### config.mk
export PLATFORM = sky130hd
export DESIGN_NAME = pipelined_adder
export DESIGN_NICKNAME = d
export VERILOG_FILES = /design/src/rtl/pipelined_adder.sv
export SDC_FILE = /design/constraint.sdc
export NUM_CORES = 1
export LEC_CHECK = 0
export BUFFER_PORTS_ARGS = -buffer_cell sky130_fd_sc_hd__buf_2
export CELL_PAD_IN_SITES_DETAIL_PLACEMENT = 1
export CELL_PAD_IN_SITES_GLOBAL_PLACEMENT = 1
export CORE_MARGIN = 4
export CORE_UTILIZATION = 35
export CTS_CLUSTER_DIAMETER = 150
export DETAILED_ROUTE_END_ITERATION = 12
export PLACE_DENSITY = 0.73
export SKIP_CTS_REPAIR_TIMING = 1
export SLEW_MARGIN = 0
export SYNTH_ARGS = -nofsm -noshare
export SYNTH_HDL_FRONTEND = slang
export SYNTH_SLANG_ARGS = --single-unit
### constraint.sdc
create_clock -name clk -period 3.9 [get_ports clk]
set_input_delay 0.195 -clock clk [delete_from_list [all_inputs] [get_ports clk]]
set_output_delay 0.195 -clock clk [all_outputs]
set_load 0.1 [all_outputs]
### src/rtl/pipelined_adder.sv
// Pipelined ripple-carry adder/subtractor: CHUNK bits per stage, carry registered
// between stages, valid/ready handshake with a global stall.
module pipelined_adder #(
  parameter int WIDTH = 8,
  parameter int CHUNK = 2
) (
  input  logic             clk,
  input  logic             rst,
  input  logic [WIDTH-1:0] a,
  input  logic [WIDTH-1:0] b,
  input  logic             cin,
  input  logic             sub,
  input  logic             in_valid,
  output logic             in_ready,
  output logic [WIDTH-1:0] sum,
  output logic             cout,
  output logic             overflow,
  output logic             out_valid,
  input  logic             out_ready
);
  localparam int STAGES = WIDTH / CHUNK;

  function automatic logic [CHUNK:0] chunk_add(input logic [CHUNK-1:0] x,
                                               input logic [CHUNK-1:0] y,
                                               input logic             ci);
    chunk_add = {1'b0, x} + {1'b0, y} + {{CHUNK{1'b0}}, ci};
  endfunction

  logic             advance;
  logic             in_vld_q;
  logic             in_c_q;
  logic [WIDTH-1:0] in_a_q;
  logic [WIDTH-1:0] in_b_q;

  assign advance  = !out_valid || out_ready;
  assign in_ready = advance;

  // Input register: B and the carry are inverted here so every stage just adds.
  always_ff @(posedge clk) begin
    if (rst) begin
      in_vld_q <= 1'b0;
      in_c_q   <= 1'b0;
      in_a_q   <= '0;
      in_b_q   <= '0;
    end else if (advance) begin
      in_vld_q <= in_valid;
      in_c_q   <= cin ^ sub;
      in_a_q   <= a;
      in_b_q   <= b ^ {WIDTH{sub}};
    end
  end

  for (genvar k = 0; k < STAGES; k++) begin : g_stage
    localparam int RIN = WIDTH - k * CHUNK;
    localparam int SW  = (k + 1) * CHUNK;

    logic           prev_vld;
    logic           prev_c;
    logic [RIN-1:0] prev_a;
    logic [RIN-1:0] prev_b;
    logic [CHUNK:0] part;
    logic [SW-1:0]  s_d;
    logic [SW-1:0]  s_q;
    logic           vld_q;
    logic           c_q;

    if (k == 0) begin : g_src
      assign prev_vld = in_vld_q;
      assign prev_c   = in_c_q;
      assign prev_a   = in_a_q;
      assign prev_b   = in_b_q;
      assign s_d      = part[CHUNK-1:0];
    end else begin : g_chain
      assign prev_vld = g_stage[k-1].vld_q;
      assign prev_c   = g_stage[k-1].c_q;
      assign prev_a   = g_stage[k-1].g_fwd.a_q;
      assign prev_b   = g_stage[k-1].g_fwd.b_q;
      assign s_d      = {part[CHUNK-1:0], g_stage[k-1].s_q};
    end

    assign part = chunk_add(prev_a[CHUNK-1:0], prev_b[CHUNK-1:0], prev_c);

    always_ff @(posedge clk) begin
      if (rst) begin
        vld_q <= 1'b0;
        c_q   <= 1'b0;
        s_q   <= '0;
      end else if (advance) begin
        vld_q <= prev_vld;
        c_q   <= part[CHUNK];
        s_q   <= s_d;
      end
    end

    // Only the operand bits not yet consumed travel on to later stages.
    if (RIN > CHUNK) begin : g_fwd
      logic [RIN-CHUNK-1:0] a_q;
      logic [RIN-CHUNK-1:0] b_q;
      always_ff @(posedge clk) begin
        if (rst) begin
          a_q <= '0;
          b_q <= '0;
        end else if (advance) begin
          a_q <= prev_a[RIN-1:CHUNK];
          b_q <= prev_b[RIN-1:CHUNK];
        end
      end
    end else begin : g_last
      logic ovf_q;
      // Same-sign operands giving an opposite-sign result == carry-in(MSB) ^ carry-out.
      always_ff @(posedge clk) begin
        if (rst) begin
          ovf_q <= 1'b0;
        end else if (advance) begin
          ovf_q <= (prev_a[RIN-1] ~^ prev_b[RIN-1]) & (part[CHUNK-1] ^ prev_a[RIN-1]);
        end
      end
    end
  end

  assign out_valid = g_stage[STAGES-1].vld_q;
  assign sum       = g_stage[STAGES-1].s_q;
  assign cout      = g_stage[STAGES-1].c_q;
  assign overflow  = g_stage[STAGES-1].g_last.ovf_q;

endmodule

[Word level (Yosys, flattened, before mapping)]
Index checks and enable logic that the tools add are counted.
Cells by class
  $add $sub $neg: 8
  multipliers: 0
  divide/modulo/power cells: 0
  magnitude comparators: 0
  equality and inequality tests: 0
  shift-type cells: 0
  mux-type cells: 0
  bitwise logic cells: 5
  reductions and logical operators: 2
Operators by type and width (number)
  2-bit by 2-bit adder with 3-bit output: 4
  3-bit by 1-bit adder with 3-bit output: 4
  8-bit bitwise XOR: 1
  1-bit bitwise XOR: 2
  1-bit AND: 1
  1-bit zero test: 1
  1-bit logical OR: 1
  1-bit XNOR: 1
Storage, ports and cells
  bits in registers: 71
  latch bits: 0
  RAM bits: 0
  bits in read-only memories: 0
  output and inout bits: 12
  memories kept: 0

[Logic depth before layout (Yosys ltp)]
  depth in word-level cells: 4
  mapped depth: 6

[Least setup slack after synthesis]
OpenSTA, ideal clock, no wires.
  path type: flip-flop to flip-flop
  start point: reg g_stage[3].vld_q, in the netlist out_valid
  end point: reg g_stage[0].s_q[0]
  arrival time: 1.888 ns
  required time: 3.814 ns
  slack: 1.925 ns
  cell stages (with the launch flop): 5
  buffers on the path: 1
  clock period less this slack: 1.975 ns
  cells stage by stage: dfxtp_1 nor2b_4 inv_2 buf_2 a211oi_1
On the way
  word-level cells in the longest chain between the ends: 2
RTL lines
  start: declaration: line 64  | logic vld_q;
  start signal: assignment: line 89  | vld_q <= prev_vld;
  1-bit zero test: line 35  | assign advance = !out_valid || out_ready;
  1-bit logical OR: line 35
  net in_ready: line 14  | output logic in_ready,
  end signal: assignment: line 87  | s_q <= '0;
  end signal: assignment: line 91  | s_q <= s_d;
  end: declaration: line 63  | logic [SW-1:0] s_q;
The timed path passes the listed nets, and every way through them passes these cells.
A chain may end at the register's enable or synchronous reset.

[Worst setup path in the final report]
  start point: reg g_stage[3].vld_q, in the netlist out_valid
  end point: out in_ready
On the way
  word-level cells in the longest chain between the ends: 2
RTL lines (line)
  1-bit zero test: 35
  1-bit logical OR: 35
  end: declaration: 14
Every way passes these cells.

==> results.cfg <==
[status]
run_status = completed

[place]
io_buffers = 33
hpwl_um = 3380
gp_congestion = 0.697

[pwr]
p_clk_frac = 0.367
p_per_area_nw_per_um2 = 445
irDropWorstVdd_v = 0.000162
swShare = 0.245
intPower_mw = 1.06
p_leak_nw = 1.22
power_frac_comb = 0.082
p_seq_frac = 0.552
p_switching_uw = 346

[synthesis]
synthArstFlopShare = 0
yosysUniqueCellTypes = 18
ys_top_cells_by_count = nand2_1 (97), dfxtp_1 (71), a21oi_1 (49), nor2_1 (23), inv_1 (20)
yosysTopAreaCell = dfxtp_1
yosys_warnings = 0
postSynthCellCount = 327
syn_nets = 358
synthTopCellsByArea = dfxtp_1 (51%), nand2_1 (13%), a21oi_1 (8.8%)
synth_seq_cells = 71
yosys.area.top_type_share = 0.507
synth_edf_count = 0
syn_area_um2 = 2800
synth.most_common_cell = nand2_1
synth_flop_cell = dfxtp_1
avgSynthCellArea_um2 = 8.57
synth_seq_area_share = 0.507

[setup_path]
cp_data_required_time_ns = 3.70
path_cells = nor2b_4 -> inv_2 -> buf_2
cp_max_fo = 54
critPathCaptureType = output port
crit_type = register to output port
cp-start-kind = register
cpPeakStageDelay_ns = 0.62
cp.arrival_ns = 1.99
cpMaxStageDelayCell = inv_2

[routing]
first_pass_iters = 3
vias_per_cell = 4.60
vias = 2100
wl_per_cell_um = 11.4
drc = 0
ant_nets = 0
drt_iter0_drc = 68
routed_wl_um = 5190

[timing]
max_slew_margin = 0.416
skew_ns = 0.00680
setup_viol = 0
tightest_slew_ns = 0.874
maxSlewViolCount = 0
hold_viol = 0
max_freq_ghz = 0.458
fin_crit_ns = 2.18
post-route-period-util = 0.560
rsz0062_at_grt = no
fin_hold_ws_ns = 0.0861
setup_tns_ns = 0

[floorplan]
dieArea_um2 = 9500
die_w_um = 97.5
coreArea_um2 = 7770
fp-row-count = 32
io_pins = 34
start_util = 0.361
die_h_um = 97.5

[clock_network]
cts_buffers = 9
cts_tree = yes
clk_pin_slew_ns = 0.07
cts.sinks = 71
clk_path_buf_depth = 2
clk_latency_ns = 0.34
clockRootBuffer = clkbuf_8
h-tree-depth = 3

[grt]
grt_pass1_vias = 2076
antenna_found_initial = 0
grt_pass1_wl_um = 9060
overflow = 0
grt.total_usage = 0.117
grt_max_degree = 58

[final_layout]
drive_gt1_frac = 0.175
area_growth_pct = 13.1
fin_nets = 381
fillers = 956
diodes = 0

[job]
drv_cap = 0

[worst_hold_path]
hp-class = input pin to register
-- power by group through the flow --
stage / combinational, mW / sequential, mW / clock (mW)
after floorplan: 0.0701 / 0.811 / 0
after global placement: 0.114 / 0.794 / 0
after detailed placement: 0.118 / 0.795 / 0
after CTS: 0.118 / 0.778 / 0.543
after global routing: 0.129 / 0.782 / 0.576
final: 0.115 / 0.778 / 0.517
-- worst max-delay path: cells and delay by family, from the launching register on --
family | cells | cell delay, ns
buf+inv | 2 | 1.18
simple gates | 1 | 0.12
flops | 1 | 0.31
-- per-layer routing --
layer  vias up  routed length (um)  GRT usage
met5         -                   0          0
met4         0                 126     0.0639
met3        11                 236     0.0416
met2        27                2490      0.193
met1       979                2340      0.131
li1       1083                   -          -
-- cells by family after synthesis --
group / after synthesis / share of synthesized area
buf+inv: 45 / 0.0723
flops: 71 / 0.507
simple gates: 122 / 0.168
fa+ha+maj: 9 / 0.0616
compound gates: 70 / 0.160
xor+xnor: 10 / 0.0312
-- area by class of cell --
class / count / area (um2) / area share
flip-flops and latches: 71 / 1420 / 0.448
multi-input cells: 211 / 1180 / 0.372
repair buffers: 36 / 188 / 0.0592
clock buffers: 12 / 155 / 0.0490
inverters: 21 / 78.8 / 0.0249
well taps: 102 / 128 / 0.0403
clock inverters: 4 / 20.0 / 0.00632
-- through the flow --
| stage | util | cells | area [um2] | power, mW | setup WS (ns) |
|---|---|---|---|---|---|
| finish | 0.408 | 457 | 3170 | 1.41 | 1.72 |
| global route | 0.408 | 457 | 3170 | 1.49 | 1.56 |
| CTS | 0.408 | 457 | 3170 | 1.44 | 1.66 |
| detailed placement | 0.385 | 441 | 2990 | 0.913 | 1.93 |
| global placement | 0.385 | 441 | 2990 | 0.908 | 1.96 |
| floorplan | - | 327 | 2800 | 0.881 | 1.93 |
-- state kept, by name (all words and copies together) (netlist names) --
| signal | flops |
|---|---|
| sum | 8 |
| g_stage.g_fwd.a_q | 12 |
| out_valid | 1 |
| g_stage.c_q | 3 |
| overflow | 1 |
| g_stage.prev_a | 8 |
| g_stage.g_fwd.b_q | 12 |
| g_stage.vld_q | 3 |
| g_stage.s_q | 12 |
| cout | 1 |
| g_stage.prev_c | 1 |
| g_stage.prev_vld | 1 |
| g_stage.prev_b | 8 |
-- layout by cell type (no fill, tap or decap), types with 8 or more instances in the layout --
master,instances
a211oi_1,12
a211oi_2,9
nand2_1,97
a21oi_1,49
fa_1,8
inv_1,20
clkbuf_8,11
dfxtp_1,71
buf_2,33
nor2_1,23
-- final timing paths --
check                 start                   end  slack, ns  cells after the start
max               out_valid              in_ready       1.72                      3
min                    a[3]  g_stage[0].prev_a[3]       0.09                      3
max reg2reg  g_stage[2].c_q              overflow       1.93                      6
min reg2reg          sum[5]                sum[5]       0.45                      2
(Power assumes the default switching activity.)
